`config.mk`:
```
export PLATFORM = sky130hd
export DESIGN_NAME = sprite_scaler_blit
export DESIGN_NICKNAME = d
export VERILOG_FILES = /design/src/rtl/sprite_scaler_blit.sv
export SDC_FILE = /design/constraint.sdc
export NUM_CORES = 1
export LEC_CHECK = 0
export CAP_MARGIN = 20
export CORE_MARGIN = 2
export CORE_UTILIZATION = 55
export DETAILED_ROUTE_END_ITERATION = 10
export GPL_ROUTABILITY_DRIVEN = 0
export HOLD_SLACK_MARGIN = 0.12
export PLACE_DENSITY_LB_ADDON = 0.3
export SLEW_MARGIN = 20
export SYNTH_ARGS = -nofsm -noshare
export SYNTH_HDL_FRONTEND = slang
export SYNTH_SLANG_ARGS = --single-unit
export TNS_END_PERCENT = 10
```
`constraint.sdc`:
```
create_clock -name vga_clk -period 6.44 [get_ports vga_clk]
set_clock_uncertainty 0.1 [all_clocks]
set_input_delay 0.966 -clock vga_clk [delete_from_list [all_inputs] [get_ports vga_clk]]
set_output_delay 0.966 -clock vga_clk [all_outputs]
set_load 0.01 [all_outputs]
```
`src/rtl/sprite_scaler_blit.sv`:
```
// Streams one positioned, integer-scaled sprite into the VGA raster through a sync ROM.
// Optional horizontal mirroring is compiled in with `define SPR_MIRROR_EN.
module sprite_scaler_blit #(
  parameter int SPR_W      = 84,
  parameter int SPR_H      = 67,
  parameter int SCALE      = 2,
  parameter int ADDR_W     = 13,
  parameter int IDX_W      = 4,
  parameter int TRANSP_IDX = 0
) (
  input  logic              vga_clk,
  input  logic              reset_n,
  input  logic [9:0]        DrawX,
  input  logic [9:0]        DrawY,
  input  logic              blank,
  input  logic              enable,
  input  logic [9:0]        spr_x,
  input  logic [9:0]        spr_y,
  input  logic              flip_x,
  output logic [ADDR_W-1:0] rom_addr,
  input  logic [IDX_W-1:0]  rom_q,
  output logic [IDX_W-1:0]  pix_idx,
  output logic              pix_hit,
  output logic              blank_o
);

  localparam int COL_W = (SPR_W > 1) ? $clog2(SPR_W) : 1;
  localparam int ROW_W = (SPR_H > 1) ? $clog2(SPR_H) : 1;
  localparam int SUB_W = (SCALE > 1) ? $clog2(SCALE) : 1;
  localparam logic [COL_W-1:0]  COL_LAST = COL_W'(SPR_W - 1);
  localparam logic [ROW_W-1:0]  ROW_LAST = ROW_W'(SPR_H - 1);
  localparam logic [SUB_W-1:0]  SUB_LAST = SUB_W'(SCALE - 1);
  localparam logic [ADDR_W-1:0] ROW_STEP = ADDR_W'(SPR_W);

  typedef enum logic [0:0] {IDLE_FRAME = 1'b0, TRACK = 1'b1} state_t;

  state_t              state_r, state_s;
  logic [9:0]          spr_x_r, spr_y_r, spr_x_s, spr_y_s;
  logic                flip_s;
  logic                frame_start_s, line_start_s, live_s;
  logic [ROW_W-1:0]    row_r, row_s;
  logic [COL_W-1:0]    col_r, col_s, col_addr_s;
  logic [SUB_W-1:0]    sub_y_r, sub_y_s, sub_x_r, sub_x_s;
  logic                row_act_r, row_act_s, col_act_r, col_act_s, in_spr_s;
  logic [ADDR_W-1:0]   row_base_r, row_base_s, addr_s, rom_addr_r;
  logic                in_s1_r, blank_s1_r, in_s2_r, blank_s2_r, hit_s;
  logic [IDX_W-1:0]    pix_idx_r;
  logic                pix_hit_r, blank_o_r;

  assign frame_start_s = (DrawX == 10'd0) && (DrawY == 10'd0);
  assign line_start_s  = (DrawX == 10'd0);
  // At frame start the new position must already govern this very pixel.
  assign spr_x_s       = frame_start_s ? spr_x : spr_x_r;
  assign spr_y_s       = frame_start_s ? spr_y : spr_y_r;
  assign live_s        = frame_start_s || (state_r == TRACK);

`ifdef SPR_MIRROR_EN
  logic flip_x_r;

  // Mirror request shadow, refreshed only at frame start.
  always_ff @(posedge vga_clk or negedge reset_n) begin
    if (!reset_n) begin
      flip_x_r <= 1'b0;
    end else if (frame_start_s) begin
      flip_x_r <= flip_x;
    end else begin
      flip_x_r <= flip_x_r;
    end
  end

  assign flip_s = frame_start_s ? flip_x : flip_x_r;
`else
  logic flip_unused_s;
  assign flip_unused_s = flip_x;
  assign flip_s        = 1'b0;
`endif

  // Frame state machine: waits for the first frame start after reset.
  always_comb begin
    state_s = state_r;
    case (state_r)
      IDLE_FRAME: begin
        if (frame_start_s) state_s = TRACK;
        else               state_s = IDLE_FRAME;
      end
      TRACK:   state_s = TRACK;
      default: state_s = IDLE_FRAME;
    endcase
  end

  // Row stepping at each line start; a frame start drops any overhanging sprite.
  always_comb begin
    row_s      = row_r;
    sub_y_s    = sub_y_r;
    row_base_s = row_base_r;
    row_act_s  = frame_start_s ? 1'b0 : row_act_r;
    if (line_start_s && live_s && (DrawY == spr_y_s)) begin
      row_s      = ROW_W'(1'b0);
      sub_y_s    = SUB_W'(1'b0);
      row_base_s = ADDR_W'(1'b0);
      row_act_s  = 1'b1;
    end else if (line_start_s && row_act_s) begin
      if (sub_y_r == SUB_LAST) begin
        sub_y_s = SUB_W'(1'b0);
        if (row_r == ROW_LAST) begin
          row_act_s = 1'b0;
        end else begin
          row_s      = row_r + ROW_W'(1'b1);
          row_base_s = row_base_r + ROW_STEP;
        end
      end else begin
        sub_y_s = sub_y_r + SUB_W'(1'b1);
      end
    end else begin
      row_s   = row_r;
      sub_y_s = sub_y_r;
    end
  end

  // Column stepping, gated by the already-updated row state; never carries across lines.
  always_comb begin
    col_s     = col_r;
    sub_x_s   = sub_x_r;
    col_act_s = line_start_s ? 1'b0 : col_act_r;
    if (row_act_s && (DrawX == spr_x_s)) begin
      col_s     = COL_W'(1'b0);
      sub_x_s   = SUB_W'(1'b0);
      col_act_s = 1'b1;
    end else if (col_act_s) begin
      if (sub_x_r == SUB_LAST) begin
        sub_x_s = SUB_W'(1'b0);
        if (col_r == COL_LAST) col_act_s = 1'b0;
        else                   col_s     = col_r + COL_W'(1'b1);
      end else begin
        sub_x_s = sub_x_r + SUB_W'(1'b1);
      end
    end else begin
      col_s   = col_r;
      sub_x_s = sub_x_r;
    end
  end

  assign in_spr_s   = row_act_s && col_act_s;
  assign col_addr_s = flip_s ? (COL_LAST - col_s) : col_s;
  assign addr_s     = row_base_s + ADDR_W'(col_addr_s);
  assign hit_s      = in_s2_r && blank_s2_r && (rom_q != IDX_W'(TRANSP_IDX));

  // Frame state, position shadows and per-axis counters.
  always_ff @(posedge vga_clk or negedge reset_n) begin
    if (!reset_n) begin
      state_r    <= IDLE_FRAME;
      spr_x_r    <= 10'd0;
      spr_y_r    <= 10'd0;
      row_r      <= ROW_W'(1'b0);
      col_r      <= COL_W'(1'b0);
      sub_y_r    <= SUB_W'(1'b0);
      sub_x_r    <= SUB_W'(1'b0);
      row_act_r  <= 1'b0;
      col_act_r  <= 1'b0;
      row_base_r <= ADDR_W'(1'b0);
    end else begin
      state_r    <= state_s;
      spr_x_r    <= spr_x_s;
      spr_y_r    <= spr_y_s;
      row_r      <= row_s;
      col_r      <= col_s;
      sub_y_r    <= sub_y_s;
      sub_x_r    <= sub_x_s;
      row_act_r  <= row_act_s;
      col_act_r  <= col_act_s;
      row_base_r <= row_base_s;
    end
  end

  // Address stage, ROM wait stage and output stage.
  always_ff @(posedge vga_clk or negedge reset_n) begin
    if (!reset_n) begin
      rom_addr_r <= ADDR_W'(1'b0);
      in_s1_r    <= 1'b0;
      blank_s1_r <= 1'b0;
      in_s2_r    <= 1'b0;
      blank_s2_r <= 1'b0;
      pix_idx_r  <= IDX_W'(1'b0);
      pix_hit_r  <= 1'b0;
      blank_o_r  <= 1'b0;
    end else begin
      if (in_spr_s) rom_addr_r <= addr_s;
      else          rom_addr_r <= rom_addr_r;
      in_s1_r    <= in_spr_s && enable;
      blank_s1_r <= blank;
      in_s2_r    <= in_s1_r;
      blank_s2_r <= blank_s1_r;
      pix_hit_r  <= hit_s;
      pix_idx_r  <= hit_s ? rom_q : IDX_W'(1'b0);
      blank_o_r  <= blank_s2_r;
    end
  end

  assign rom_addr = rom_addr_r;
  assign pix_idx  = pix_idx_r;
  assign pix_hit  = pix_hit_r;
  assign blank_o  = blank_o_r;

endmodule

```
# Yosys cells after proc, flatten, opt, wreduce, memory -nomap -nowiden
# Index checks and enable logic that the tools add are counted.
totals:
  out_inout_bits: 19
  reg_bits: 75
  wordCells: 80
  input_bits: 49
op_classes:
  bitwise: 1
  eq_ne: 5
  reduce_logical: 17
  addsub: 6
  mux: 33
op_table:
  columns: ["cell", "n"]
  rows:
  - ["$mux W7", 8]
  - ["$mux W13", 4]
  - ["$eq A10 B10 Y1", 2]
  - ["$logic_not A10 Y1", 2]
  - ["$mux W10", 2]
  - ["$mux W1", 17]
  - ["$add A7 B1 Y7 const B", 2]
  - ["$eq A7 B7 Y1 const B", 2]
  - ["$add A13 B7 Y13", 1]
  - ["$add A13 B7 Y13 const B", 1]
  - ["$logic_and A1 B1 Y1", 9]
  - ["$reduce_bool A2 Y1", 3]
  - ["$mux W4", 1]
  - ["$reduce_bool A4 Y1", 1]
  - ["$reduce_and A3 Y1", 1]
  - ["$add A1 B1 Y1 const B", 2]
  - ["$ne A2 B2 Y1 const B", 1]
  - ["$pmux W1 S2", 1]
  - ["$logic_or A1 B1 Y1", 1]
  - ["$not A1 Y1", 1]

# Longest topological paths before layout
# Gate-level depths: netlist of run 1.
logic_depth:
  ltp_word: 11
  ltp_mapped: 21
  depth_no_buf: 18

# Least setup slack after synthesis of run 1
# Ideal clock, no wire load.
synth_timing:
  path_kind: "input -> register"
  from: "input DrawY[0]"
  to: "register rom_addr_r[12], in the netlist rom_addr[12]"
  slack_ns: 1.354
  stages: 19
  arrival_time_ns: 4.861
  n_path_buf: 1
  cell_sequence: "nor4_2 -> nand4_2 -> nor2_2 -> mux2_2 -> xor2_1 -> nor3_4 -> o21ba_2 -> buf_2 -> nor2_1 -> ha_1 -> fa_1 -> a21oi_1 -> o211ai_1 -> a21oi_1 -> o21bai_1 -> a31oi_1 -> or3_1 -> a21oi_1 -> mux2_2"
synth_between:
  word_cells_on_any_way: 22
  cone_classes: "add/sub (1); eq/ne (2); mux (11); reduce/logical (8)"
synth_lines:
  columns: ["item", "line", "rtl"]
  rows:
  - ["start, declared", "14", "input logic [9:0] DrawY,"]
  - ["$logic_not A10 Y1", "50", "assign frame_start_s = (DrawX == 10'd0) && (DrawY == 10'd0);"]
  - ["$logic_and A1 B1 Y1", "50", null]
  - ["$mux W10", "54", "assign spr_y_s = frame_start_s ? spr_y : spr_y_r;"]
  - ["via spr_y_s[7]", "38", "logic [9:0] spr_x_r, spr_y_r, spr_x_s, spr_y_s;"]
  - ["$eq A10 B10 Y1", "97", "if (line_start_s && live_s && (DrawY == spr_y_s)) begin"]
  - ["$logic_and A1 B1 Y1", "97", null]
  - ["$mux W1", "97", null]
  - ["$logic_and A1 B1 Y1", "125", "if (row_act_s && (DrawX == spr_x_s)) begin"]
  - ["$mux W7", "125", null]
  - ["via col_addr_s[0]", "42", "logic [COL_W-1:0] col_r, col_s, col_addr_s;"]
  - ["$add A13 B7 Y13", "145", "assign addr_s = row_base_s + ADDR_W'(col_addr_s);"]
  - ["end signal, assigned", "178", "rom_addr_r <= ADDR_W'(1'b0);"]
  - ["end signal, assigned", "187", "if (in_spr_s) rom_addr_r <= addr_s;"]
  - ["end signal, assigned", "188", "else rom_addr_r <= rom_addr_r;"]
  - ["end, declared", "45", "logic [ADDR_W-1:0] row_base_r, row_base_s, addr_s, rom_addr_r;"]
# The timed path passes the listed nets, and every way through them passes these cells.
# A chain may end at the register's enable or synchronous reset.

# Worst setup path in the final report of run 1
layout_timing:
  from: "input DrawY[1]"
  to: "register rom_addr_r[12], in the netlist rom_addr[12]"
layout_between:
  elab_chain_cells: 10
  word_cells_on_any_way: 22
  cone_classes: "add/sub (1); eq/ne (2); mux (11); reduce/logical (8)"
layout_lines:
  columns: ["item", "line", "rtl"]
  rows:
  - ["$logic_not A10 Y1", "50", null]
  - ["$logic_and A1 B1 Y1", "50", null]
  - ["$mux W1", "96", "row_act_s = frame_start_s ? 1'b0 : row_act_r;"]
  - ["$mux W1", "105", "if (row_r == ROW_LAST) begin"]
  - ["$mux W1", "103", "if (sub_y_r == SUB_LAST) begin"]
  - ["$mux W1", "102", "end else if (line_start_s && row_act_s) begin"]
  - ["$mux W1", "97", null]
  - ["$logic_and A1 B1 Y1 *", "125", null]
  - ["$mux W7 *", "125", null]
  - ["via col_addr_s[1]", "42", null]
  - ["$add A13 B7 Y13 *", "145", null]
# Mark *: on every way through the listed nets, which the timed path passes. The rest lies on a longest branch.

==> out/metrics.csv, run 1 <==
metric,value,unit
synth.area.top_cells,"dfrtp_1 46%, nand2_1 5.0%, xnor2_1 4.9%",
synth_seq_cells,75,
ys_async_sr_fraction,1.00,
port-buffer-count,66,
die_w,90.4,um
drt_first_iter_violations,165,
status,"finished, final reports clean",
tightest_slew,0.911,ns
peakVddDrop,0.128,mV
die_y,90.4,um
power,894,uW
synth_common_cells,"75 x dfrtp_1, 55 x nand2_1, 45 x nor2_1, 23 x inv_1, 23 x xnor2_1",
syn-num-nets,481,
required,6.57,ns
ys_types,62,
p_leak,2.45,nW
synth_area,4100,sq um
min_path_type,reg2reg,
crit_path_end_kind,register,
finalMaxSlewViolations,0,
slew_headroom,0.392,
finalCritPeriodShare,0.881,
ys_warn_count,0,
initial_core_util,0.566,
drtPass1Iterations,4,
drc,0,
synthFlopType,dfrtp_1,
drive_gt1_frac,0.0840,
power_density,175,nW/um^2
grt_max_degree,76,
cts_sinks,75,
cts_hold_buf,0,
dp_slack,0.457,ns
clk_latency,0.34,ns
start_kind,input pin,
htree_num_levels,3,
rows,31,
diodes,0,
place_inst,584,
grt_pass1_vias,3311,
syn_area_per_cell,9.77,sq um
cts_root_buffer,clkbuf_8,
synth_top_area_cell,dfrtp_1,
synth_cells,420,
dp_hpwl,6400,um
track_usage,0.227,
cts_tree,done,
rsz0062_at_grt,no,
stdcell_count,599,
post_cts_buffers,0,
wl_per_cell,14.5,um
vias_per_cell,5.51,
cts_resized,0,
yosysMostFrequentCell,dfrtp_1,
synth-edff-count,0,
max_cap_violations,0,
globalRouteOverflowTotal,0,
grt_pass1_wl,15100,um
synthToLayoutAreaGrowth,24.1,%
dieArea,8170,sq um
hold_violations,0,
ant_nets,0,
fmax,0.176,GHz
core,7250,sq um
num_vias,3301,
min_period,5.67,ns
finalSetupViolCount,0,
io_pins,68,
routed_wl,8660,um
yosysSeqAreaShare,0.457,
cts_buffers,9,
antenna_found_initial,0,
synth_top_area_frac,0.457,
path_max_fanout,17,
worst-setup-path-type,in2reg,
fin_nets,557,
worstPathArrival,5.80,ns
clockBufferDepth,2,
fin_setup_tns,0,ns
clkSlewWorstSetupHoldPaths,0.07,ns
setup_slack,0.769,ns
==> report_power, final <==
group / internal (mW) / total (mW) / switching, mW
Combinational: 0.0330 / 0.0607 / 0.0277
Sequential: 0.472 / 0.472 / 0.000567
Clock: 0.198 / 0.361 / 0.163
==> through the flow <==
step | util | hold WS (ns) | instance area, sq um
after floorplan | - | 0.231 | 4100
after global placement | 0.675 | 0.236 | 4900
after detailed placement | 0.675 | 0.235 | 4900
after CTS | 0.702 | 0.251 | 5090
after global routing | 0.702 | 0.257 | 5090
final | 0.702 | 0.250 | 5090
==> final cells by class <==
class,instances,area [sq um]
Fill cell,539,2160
Inverter,23,86.3
Tap cell,99,124
Sequential cell,75,1880
Clock inverter,2,35.0
Clock buffer,13,159
Multi-Input combinational cell,311,2080
Timing Repair Buffer,76,731
==> registers in the layout (all words and copies together), names as in the netlist <==
register / count
rom_addr: 13
row_base_r: 13
spr_x_r: 10
spr_y_r: 10
col_r: 7
row_r: 7
pix_idx: 4
blank_o: 1
blank_s1_r: 1
blank_s2_r: 1
col_act_r: 1
in_s1_r: 1
in_s2_r: 1
pix_hit: 1
row_act_r: 1
state_r: 1
sub_x_r: 1
sub_y_r: 1
==> layout by cell type, fill, tap and decap left out, drive strengths merged, types with 3 or more instances in the layout <==
cell / n
and3: 5
a222oi: 3
o211ai: 3
a21oi: 15
mux2: 15
o21a: 4
clkbuf: 13
dfrtp: 75
ha: 11
xor2: 16
o22ai: 5
and2: 5
nor2: 46
clkdlybuf4s50: 65
nand2b: 4
inv: 23
nor4: 9
a211oi: 3
mux2i: 5
or3: 3
buf: 11
o21ai: 14
xnor2: 23
nor3: 9
nand2: 56
nor2b: 6
nand3: 10
and4: 6
nand4: 7
==> critical path, stage by stage <==
cell             delay (ns)
clkdlybuf4s50_1        0.48
nor4_2                 0.36
and4_1                 0.57
nand2_4                0.23
o311ai_1               0.33
o2111ai_1              0.26
nor3_4                 0.27
o21ba_2                0.19
buf_4                  0.15
nor2_1                 0.09
fa_1                   0.46
a21oi_1                0.22
o211ai_1               0.13
a21oi_1                0.24
o21bai_1               0.16
a31oi_1                0.24
or3_1                  0.14
a21oi_1                0.06
mux2_2                 0.27
==> path summary, 6_finish.rpt <==
path                                       from                       end  slack, ns  depth (start not counted)
setup / recovery                       DrawY[1]  rom_addr[12]$_DFFE_PN0P_       0.77                         19
setup reg to reg           spr_x_r[6]$_DFF_PN0_  rom_addr[12]$_DFFE_PN0P_       2.07                         17
min in group asynchronous               reset_n      pix_idx[0]$_DFF_PN0_       0.75                          2
hold / removal                in_s1_r$_DFF_PN0_         in_s2_r$_DFF_PN0_       0.25                          0
max in group asynchronous               reset_n      spr_x_r[4]$_DFF_PN0_       4.92                          2
hold reg to reg               in_s1_r$_DFF_PN0_         in_s2_r$_DFF_PN0_       0.25                          0
==> metal layers <==
| metal | global-route usage | wire length (um) |
|---|---|---|
| met3 | 0.0543 | 367 |
| met4 | 0.0705 | 127 |
| met1 | 0.312 | 4110 |
| met2 | 0.360 | 4050 |
| met5 | 0 | 0 |
==> cell families (layout without fill, tap and decap cells) <==
family | after synthesis | after routing | share of synthesized area
mux | 20 | 20 | 0.0534
compound gates | 69 | 69 | 0.121
xor+xnor | 39 | 39 | 0.0833
flops | 75 | 75 | 0.457
fa+ha+maj | 12 | 12 | 0.0384
simple gates | 171 | 171 | 0.211
buf+inv | 34 | 114 | 0.0354
(Power assumes the default switching activity.)
==> run 2: changes to the inputs <==
GPL_TIMING_DRIVEN = 0   (was default)
==> run 2 against run 1 <==
  * Combinational power up 3%
  * Sequential power about the same
  * Critical path depth up 2
  * Fmax down 7.6%
  * Worst hold slack better by 0.012 ns
  * Critical endpoint unchanged
==> out/metrics.csv, run 2 (synthesis gave the netlist of run 1 again) <==
metric,value,unit,change
status,"finished, final reports clean",,
power_density,173,nW/um^2,-1.6%
path_max_fanout,10,,-7
fmax,0.163,GHz,-7.6%
dieArea,8170,sq um,unchanged
htree_num_levels,3,,unchanged
ant_nets,0,,unchanged
drive_gt1_frac,0.0777,,-0.00631
start_kind,input pin,,
routed_wl,9070,um,+4.7%
fin_setup_tns,0,ns,unchanged
io_pins,68,,unchanged
drtPass1Iterations,5,,+1
synthToLayoutAreaGrowth,24.0,%,about the same
track_usage,0.229,,+0.00210
globalRouteOverflowTotal,0,,unchanged
required,6.57,ns,about the same
wl_per_cell,15.1,um,+4.4%
cts_buffers,9,,unchanged
crit_path_end,rom_addr[12]$_DFFE_PN0P_,,
max_cap_violations,0,,unchanged
critPathLaunch,DrawX[2],,
clockBufferDepth,2,,unchanged
die_w,90.4,um,unchanged
r2r_slack,1.80,ns,-0.27 ns
die_y,90.4,um,unchanged
fin_nets,559,,+0.36%
rows,31,,unchanged
rsz0062_at_grt,no,,
finish.utilization,0.701,,about the same
vias_per_cell,5.59,,+1.4%
cts_root_buffer,clkbuf_8,,
peakVddDrop,0.123,mV,-3.4%
cts_tree,done,,
worstReg2RegStart,spr_x_r[1]$_DFF_PN0_,,
grt_pass1_wl,15000,um,-0.46%
min_path_type,reg2reg,,
initial_core_util,0.566,,unchanged
antenna_found_initial,0,,unchanged
finalMaxSlewViolations,0,,unchanged
slew_headroom,0.547,,+0.154
grt_pass1_vias,3349,,+1.1%
min_period,6.13,ns,+0.464 ns
hold_violations,0,,unchanged
cts_hold_buf,0,,unchanged
grt_max_degree,46,,-39%
worstPathArrival,6.27,ns,+0.47 ns
port-buffer-count,66,,unchanged
dp_hpwl,6910,um,+8.0%
worst-setup-path-type,in2reg,,
clk_latency,0.35,ns,about the same
post_cts_buffers,0,,unchanged
drc,0,,unchanged
final_common_cell,dfrtp_1,,
cts_sinks,75,,unchanged
p_leak,2.43,nW,-0.64%
core,7250,sq um,unchanged
cts_resized,0,,unchanged
reg2reg_depth,18,,+1
regToRegEndpoint,rom_addr[12]$_DFFE_PN0P_,,
diodes,0,,unchanged
num_vias,3358,,+1.7%
clkSlewWorstSetupHoldPaths,0.08,ns,about the same
tightest_slew,0.676,ns,-0.235 ns
finalCritPeriodShare,0.953,,+0.0720
drt_first_iter_violations,167,,+1.2%
layout_common_cells,"75 x dfrtp_1, 65 x clkdlybuf4s50_1, 55 x nand2_1",,
finalSetupViolCount,0,,unchanged
crit_path_end_kind,register,,
==> run 2: changes by cell type in the layout (fill, tap and decap cells not counted), sizes merged <==
cell,before,now
buf,11,8
clkbuf,13,15
clkinvlp,0,2
clkinv,1,2
==> run 2: final cells by class <==
type | instances | area, sq um
multi-input combinational | 311 | 2080
tap | 99 | 124
sequential | 75 | 1880
clock buffer | 10 | 128
timing repair buffer | 67 | 678
clock inverter | 5 | 55.1
buffer | 11 | 58.8
inverter | 23 | 86.3
fill | 576 | 2170
==> run 2: routing by layer <==
metal	vias to the layer above	global-route usage	part of all wire
li1	1629	-	-
met1	1606	0.297	0.44
met2	102	0.368	0.48
met3	21	0.0401	0.047
met4	0	0.123	0.028
met5	-	0	0
==> run 2: per-stage QoR <==
| stage | power [mW] | std cells | setup WS, ns | hold WS, ns | area, sq um |
|---|---|---|---|---|---|
| 2_1_floorplan | 0.495 | 420 | 1.35 | 0.231 | 4100 |
| 3_3_place_gp | 0.542 | 585 | 0.148 | 0.232 | 4890 |
| 3_5_place_dp | 0.544 | 586 | -0.0132 | 0.237 | 4900 |
| 4_1_cts | 0.884 | 601 | 0.344 | 0.262 | 5090 |
| 5_1_grt | 0.912 | 601 | 0.0381 | 0.267 | 5090 |
| 6_report | 0.878 | 601 | 0.306 | 0.262 | 5090 |
==> run 2: how the worst min path moves through the flow <==
stage | slack (ns) | end | start | depth (start not counted)
3_3_place_gp | 0.23 | in_s2_r$_DFF_PN0_ | in_s1_r$_DFF_PN0_ | 0
4_1_cts | 0.26 | in_s2_r$_DFF_PN0_ | in_s1_r$_DFF_PN0_ | 0
5_1_grt | 0.27 | blank_s2_r$_DFF_PN0_ | blank_s1_r$_DFF_PN0_ | 0
2_1_floorplan | 0.23 | blank_s2_r$_DFF_PN0_ | blank_s1_r$_DFF_PN0_ | 0
3_5_place_dp | 0.24 | in_s2_r$_DFF_PN0_ | in_s1_r$_DFF_PN0_ | 0
6_report | 0.26 | blank_s2_r$_DFF_PN0_ | blank_s1_r$_DFF_PN0_ | 0
==> run 2: worst max-delay path: stages <==
cell and delay, ns:
clkdlybuf4s50_1 0.44, nor4_2 0.37, nand4_2 0.34, nor2_2 0.37, buf_2 0.28, nand4_1 0.12, a221oi_1 0.30, o2111ai_1 0.30
o21ba_2 0.32, buf_2 0.18, nor2_1 0.10, ha_1 0.23, fa_1 0.41, a21oi_1 0.24, o211ai_1 0.15, a21oi_1 0.23
o21bai_1 0.17, a31oi_1 0.26, or3_1 0.14, a21oi_1 0.07, mux2_2 0.29
==> run 2: where the power goes <==
part | internal (mW) | leakage (nW) | total (mW) | switching [mW]
clock | 0.175 | 0.0881 | 0.343 | 0.168
combinational | 0.0341 | 1.32 | 0.0626 | 0.0285
sequential | 0.472 | 1.02 | 0.472 | 0.000620
total | 0.681 | 2.43 | 0.878 | 0.197
